**src/rtl/regfile_dump_unit.sv**
```systemverilog
// regfile_dump_unit: walks an inclusive range of architectural registers
// through one register-file read port. Each word is streamed with its index
// over a valid/ready interface.
//
// Handshake: dump_valid rises once a word is captured. While dump_valid is
// high, dump_data, dump_index and dump_last are held stable. A word transfers
// on a rising edge where dump_valid && dump_ready. dump_valid never depends
// combinationally on dump_ready.
module regfile_dump_unit #(
  parameter int NUM_REGS = 32,
  parameter int ADDR_W   = 5,
  parameter int DATA_W   = 32
) (
  input  logic              clock,
  input  logic              reset,
  input  logic              start,
  input  logic [ADDR_W-1:0] first_sel,
  input  logic [ADDR_W-1:0] last_sel,
  input  logic              abort,
  output logic [ADDR_W-1:0] read_sel,
  input  logic [DATA_W-1:0] read_data,
  output logic              dump_valid,
  input  logic              dump_ready,
  output logic [DATA_W-1:0] dump_data,
  output logic [ADDR_W-1:0] dump_index,
  output logic              dump_last,
  output logic              busy,
  output logic              done,
  output logic              range_err,
  output logic [1:0]        fsm_state
);

  typedef enum logic [1:0] {
    IDLE  = 2'd0,
    FETCH = 2'd1,
    SEND  = 2'd2,
    DONE  = 2'd3
  } state_t;

  // Highest legal register index. A last_sel beyond it is rejected like an
  // inverted range, so a walk can never address a register that does not exist.
  localparam logic [ADDR_W-1:0] MAX_IDX = ADDR_W'(NUM_REGS - 1);

  state_t            state;
  logic [ADDR_W-1:0] idx;
  logic [ADDR_W-1:0] last_q;

  // read_sel comes straight from the idx register, so it cannot glitch.
  assign read_sel  = idx;
  assign fsm_state = state;

  // Dump sequencer: range latch, fetch/capture, handshake and status pulses.
  always_ff @(posedge clock) begin
    if (reset) begin
      state      <= IDLE;
      idx        <= '0;
      last_q     <= '0;
      dump_valid <= 1'b0;
      dump_data  <= '0;
      dump_index <= '0;
      dump_last  <= 1'b0;
      busy       <= 1'b0;
      done       <= 1'b0;
      range_err  <= 1'b0;
    end else begin
      done      <= 1'b0;
      range_err <= 1'b0;
      case (state)
        IDLE: begin
          if (start) begin
            if ((first_sel > last_sel) || (last_sel > MAX_IDX)) begin
              done      <= 1'b1;
              range_err <= 1'b1;
            end else begin
              idx    <= first_sel;
              last_q <= last_sel;
              busy   <= 1'b1;
              state  <= FETCH;
            end
          end
        end
        FETCH: begin
          if (abort) begin
            busy  <= 1'b0;
            state <= IDLE;
          end else begin
            dump_data  <= read_data;
            dump_index <= idx;
            dump_last  <= (idx == last_q);
            dump_valid <= 1'b1;
            state      <= SEND;
          end
        end
        SEND: begin
          // Abort wins over a handshake in the same cycle.
          if (abort) begin
            dump_valid <= 1'b0;
            busy       <= 1'b0;
            state      <= IDLE;
          end else if (dump_ready) begin
            dump_valid <= 1'b0;
            if (dump_last) begin
              busy  <= 1'b0;
              done  <= 1'b1;
              state <= DONE;
            end else begin
              // The last==idx test stops the walk at 31, so this never wraps.
              idx   <= idx + 1'b1;
              state <= FETCH;
            end
          end
        end
        DONE: begin
          state <= IDLE;
        end
        default: begin
          state <= IDLE;
        end
      endcase
    end
  end

endmodule

```
**config.mk**
```make
export PLATFORM = sky130hd
export DESIGN_NAME = regfile_dump_unit
export DESIGN_NICKNAME = d
export VERILOG_FILES = /design/src/rtl/regfile_dump_unit.sv
export SDC_FILE = /design/constraint.sdc
export NUM_CORES = 1
export LEC_CHECK = 0
export ABC_AREA = 1
export ABC_CLOCK_PERIOD_IN_PS = 3650
export CORE_AREA = 4 4 64 95
export DETAILED_ROUTE_END_ITERATION = 10
export DIE_AREA = 0 0 68 99
export GPL_TIMING_DRIVEN = 0
export PLACE_DENSITY = 0.83
export SLEW_MARGIN = 15
export SYNTH_ARGS = -nofsm -noshare
export SYNTH_HDL_FRONTEND = slang
export SYNTH_SLANG_ARGS = --single-unit
```
**constraint.sdc**
```tcl
create_clock -name clock -period 3.65 [get_ports clock]
set_input_delay 0.5475 -clock clock [delete_from_list [all_inputs] [get_ports clock]]
set_output_delay 0.5475 -clock clock [all_outputs]
set_load 0.03 [all_outputs]
```
* Word level (Yosys, flattened, before mapping)
Cells that the tools add are included. W data, S select, Z words.
Word-level totals: bits of input ports 47, register bits 54, output and inout bits 49
Cells by class: muxes and demuxes 30, magnitude comparators 2, equal/unequal tests 13, add/sub/neg operators 1, bitwise operators 3, reduce and logical (&&, ||, !) cells 12
Operators by type and width (count):
- $mux W5 | 5
- $mux W1 | 14
- $ne A2 B2 Y1 const B | 7
- $mux W2 | 6
- $reduce_and A6 Y1 | 2
- $pmux W5 S2 | 1
- $reduce_and A3 Y1 | 3
- $pmux W2 S4 | 1
- $ne A3 B3 Y1 const B | 2
- $add A5 B1 Y5 const B | 1
- $eq A5 B5 Y1 | 1
- $gt A5 B5 Y1 | 1
- $gt A5 B5 Y1 const B | 1
- $eq A2 B2 Y1 const B | 2
- $pmux W1 S2 | 2
- $reduce_bool A2 Y1 | 2
- $not A1 Y1 | 3
- $pmux W1 S3 | 1
- $reduce_bool A3 Y1 | 1
- $eq A2 B1 Y1 const B | 1
- $logic_not A2 Y1 | 1
- $reduce_and A2 Y1 | 1
- $reduce_or A2 Y1 | 1
- $logic_or A1 B1 Y1 | 1

* Longest topological paths before layout
word-level depth 5, depth in mapped cells 11, depth with buffers taken out 11

* Worst setup path before layout
OpenSTA, ideal clock, no wires.
path kind register to register, start reg state[0] (netlist: fsm_state[0]), end reg idx[2] (netlist: read_sel[2]), arrival 1543 ps, cell stages (with the launch flop) 9, buffers on the path 1, slack 1997 ps, cell sequence dfxtp_1 > inv_1 > ha_1 > inv_2 > buf_2 > mux2i_1 > nand4_1 > nand2_1 > nor2_1
Between the ends: cells in the longest elaborated chain, start to end 3, elaborated cells on any way between the ends 10, those cells by class 6 x eq/ne; 1 x mux; 3 x reduce/logical
Ends and longest elaborated chain:
- start: declaration | RTL line 44 | state_t state;
- start signal: assignment | RTL line 55 | state <= IDLE;
- start signal: assignment | RTL line 78 | state <= FETCH;
- start signal: assignment | RTL line 85 | state <= IDLE;
- $eq A2 B2 Y1 or $logic_not A2 Y1 (tied branches) | RTL line 68 | case (state)
- $ne A2 B2 Y1 (no line) or $reduce_bool A2 Y1 (tied branches)
- $reduce_and A6 Y1 (no line)
- end signal: assignment | RTL line 75 | idx <= first_sel;
- end signal: assignment | RTL line 108 | idx <= idx + 1'b1;
- end: declaration | RTL line 45 | logic [ADDR_W-1:0] idx;
Parallel ways exist; a longest one is shown, timed or not. A chain may end at the register's enable or synchronous reset.

* Worst setup path in the final report
start reg idx[2] (netlist: read_sel[2]), end out read_sel[2]
RTL lines:
- end: declaration | RTL line 20 | output logic [ADDR_W-1:0] read_sel,
No word-level cell between the ends.

==> flow_summary_export.csv <==
group,metric,value,unit
run_status,outcome,"completed",
critical_path,r2r-start,"fsm_state[0]$_SDFFE_PP0P_",
critical_path,path_max_fanout,6,
critical_path,cp-start-kind,"register",
critical_path,critical_path_class,"register to primary output",
route,via_per_inst,4.809,
sta,fin_crit,2.033,ns
route,wl_met1,2.410,mm
route,dr.pass1.iters,4,
cells_and_area,drive_gt1_share,7.783,%
clock_network,max-clock-path-buffers,2,
floorplanning,num_io_pins,96,
logic_synthesis,synth_cell_types,28,
route,route.met2.wl,3.139,mm
critical_path,worstPathArrival,1.49,ns
clock_network,worstSkewPairLatency,0.31,ns
power,ir_worst_vdd,0.0003498,V
clock_network,numCtsBuffers,5,
logic_synthesis,synthArstFlopShare,0,%
placement,post-place-ws,1.353,ns
flow_run,drv_cap,0,
logic_synthesis,yosysSeqAreaShare,44.72,%
logic_synthesis,synth-main-ff-cell,"dfxtp_1",
floorplanning,dieArea,6732,µm²
cells_and_area,regArea,1081,µm²
clock_network,clk_pin_slew,0.09,ns
floorplanning,core_area,5205,µm²
logic_synthesis,netlist_instances,321,
logic_synthesis,yosys_warnings,0,
sta,fmax,0.4918,GHz
critical_path,crit_family,"buffers and inverters",
clock_network,h-tree-depth,2,
floorplanning,start_util,46.44,%
critical_path,cp_cell_sequence,"clkdlybuf4s50_1",
floorplanning,chipHeight,99,µm
critical_path,regToRegSetupSlack,1.98,ns
clock_network,cts_root_buf,"clkbuf_8",
logic_synthesis,synth_top_area_share,44.72,%
sta,rsz0062_at_grt,"no",
critical_path,cp_slowest_cell,"clkdlybuf4s50_1",
logic_synthesis,synth_nets,378,
route,routedWlPerCell,12.66,µm
sta,tightest_slew,0.4120,ns
global_routing,grt_pass1_vias,2458,
route,wl_met3,568,µm
critical_path,path_buf_inv,1,
clock_network,cts_tree,"built",
sta,tns,0,ns
floorplanning,dieWidth,68,µm
critical_path,cp.depth,1,
route,ant_nets,0,
placement,gp_congestion,0.8378,
critical_path,slowest_delay,0.72,ns
clock_network,hold_buffers,0,
critical_path,crit_end,"read_sel[2]",
route,top_layer,"met4",
placement,portBuffers,95,
sta,hold_violations,0,
cells_and_area,multi_input_area,1141,µm²
cells_and_area,fin_nets,480,
route,totalWireLength,6.231,mm
clock_network,cts_setup_buffers,0,
cells_and_area,fill_cells,437,
critical_path,reg2reg_depth,8,
cells_and_area,syn_to_final_growth,46.79,%
power,leakage,0.001547,µW
sta,setup_viol,0,
clock_network,cts-resized-gates,0,
worst_hold_path,hold_path_class,"register to register",
critical_path,required,3.10,ns
route,num_vias,2366,
critical_path,endpoint_kind,"primary output",
floorplanning,num_rows,32,
global_routing,antenna_found_initial,0,
power,p_per_area,661.2,nW/µm²
global_routing,grt_overflow,0,
sta,worst_slack,1.617,ns
logic_synthesis,synth_edf_count,0,
route,drt-initial-drc-count,51,
placement,hpwl,4.975,mm
global_routing,track_usage,19.50,%
logic_synthesis,synth_area_leaders,"dfxtp_1 (45%), nor2_1 (13%), o21ai_0 (8.9%)",
logic_synthesis,synth_area,2417,µm²
global_routing,grt_max_degree,17,
sta,skew,0.008906,ns
sta,min_period_over_period,55.71,%
route,route.detailed.drc,0,
clock_network,clock_sinks,54,
global_routing,grt_pass1_wl,10.35,mm
logic_synthesis,ys_ff_latch,54,
critical_path,reg2reg_to,"read_sel[2]$_SDFFE_PP0P_",
sta,maxSlewViolCount,0,
cells_and_area,diodes,0,
critical_path,startpoint,"read_sel[2]$_SDFFE_PP0P_",
sta,maxSlewHeadroom,72.53,%
logic_synthesis,synth.largest_area_cell,"dfxtp_1",
logic_synthesis,syn_avg_cell_area,7.531,µm²
through the flow:
step                utilization (%)  hold WS (ns)  std cells  instance area [µm²]  power, µW
detailed placement            66.35        0.4640        484                 3453       2021
finish                        68.17        0.4751        492                 3548       2346
global route                  68.17        0.5147        492                 3548       2517
global placement              66.35        0.4618        484                 3453       1999
CTS                           68.17        0.4778        492                 3548       2370
floorplan                         -        0.4420        321                 2417       1577
cell usage after synthesis (all sizes together), types with 2 or more instances:
master and instances:
nor2 85, dfxtp 54, o21ai 46, nand2 39, inv 32, a21oi 15
nand3 12, ha 10, buf 9, clkbuf 5, nand4 3, xnor2 3
nor3 2, o22ai 2, o31ai 2
worst register-to-register path, cell delays in order, from the launching register on:
cell     delay, ns
dfxtp_1       0.40
inv_1         0.10
ha_1          0.28
inv_2         0.11
buf_2         0.22
mux2i_1       0.25
nand4_1       0.11
nand2_1       0.07
nor2_1        0.04
worst min path at each step:
stage                                   to  cells past startpoint              startpoint  slack [ns]
detailed placement  last_q[0]$_SDFFE_PP0P_                      2  last_q[0]$_SDFFE_PP0P_        0.46
finish              last_q[0]$_SDFFE_PP0P_                      2  last_q[0]$_SDFFE_PP0P_        0.48
floorplan           last_q[0]$_SDFFE_PP0P_                      2  last_q[0]$_SDFFE_PP0P_        0.44
global route        last_q[2]$_SDFFE_PP0P_                      2  last_q[2]$_SDFFE_PP0P_        0.51
CTS                 last_q[0]$_SDFFE_PP0P_                      2  last_q[0]$_SDFFE_PP0P_        0.48
global placement    last_q[0]$_SDFFE_PP0P_                      2  last_q[0]$_SDFFE_PP0P_        0.46
final cells by class:
cell class | instances | share of cell area (%)
Buffer | 14 | 2.116
Clock buffer | 6 | 2.327
Clock inverter | 2 | 0.3526
Inverter | 32 | 3.385
Multi-Input combinational cell | 221 | 32.16
Sequential cell | 54 | 30.47
Tap cell | 68 | 2.398
Timing Repair Buffer | 95 | 26.80
sequential cells by signal, indices dropped and copies added, names as in the netlist:
signal	flops
done	1
fsm_state	2
last_q	5
dump_index	5
read_sel	5
dump_data	32
range_err	1
busy	1
dump_last	1
dump_valid	1
placed cells by master (no fill, tap or decap), drive strengths merged, types with 3 or more instances in the layout:
master | netlist | final
xnor2 | 3 | 3
buf | 9 | 9
a21oi | 15 | 15
nand2 | 39 | 39
nor2 | 85 | 85
nand4 | 3 | 3
nand3 | 12 | 12
clkbuf | 5 | 11
ha | 10 | 10
clkdlybuf4s50 | 0 | 95
dfxtp | 54 | 54
o21ai | 46 | 46
inv | 32 | 32
cell families (layout without fill, tap and decap cells):
group	after synthesis	count (layout)	share of synthesized area [%]
buffers and inverters	46	149	8.074
adder cells (fa/ha/maj)	10	10	5.176
AND/OR/NAND/NOR	141	141	25.93
AO/OA/AOI/OAI	65	65	14.23
XOR/XNOR	4	4	1.450
flip-flops	54	54	44.72
multiplexers	1	1	0.4141
routing by layer:
metal  vias up  track usage, %
met2        88           34.55
met3        13           7.298
met1      1042           20.67
met4         0           5.972
met5         -               0
li1       1223               -
power by group:
group | switching [µW] | internal, µW
combinational | 696 | 468
sequential | 104 | 734
clock | 191 | 153
total | 991 | 1350
(Power assumes the default switching activity.)
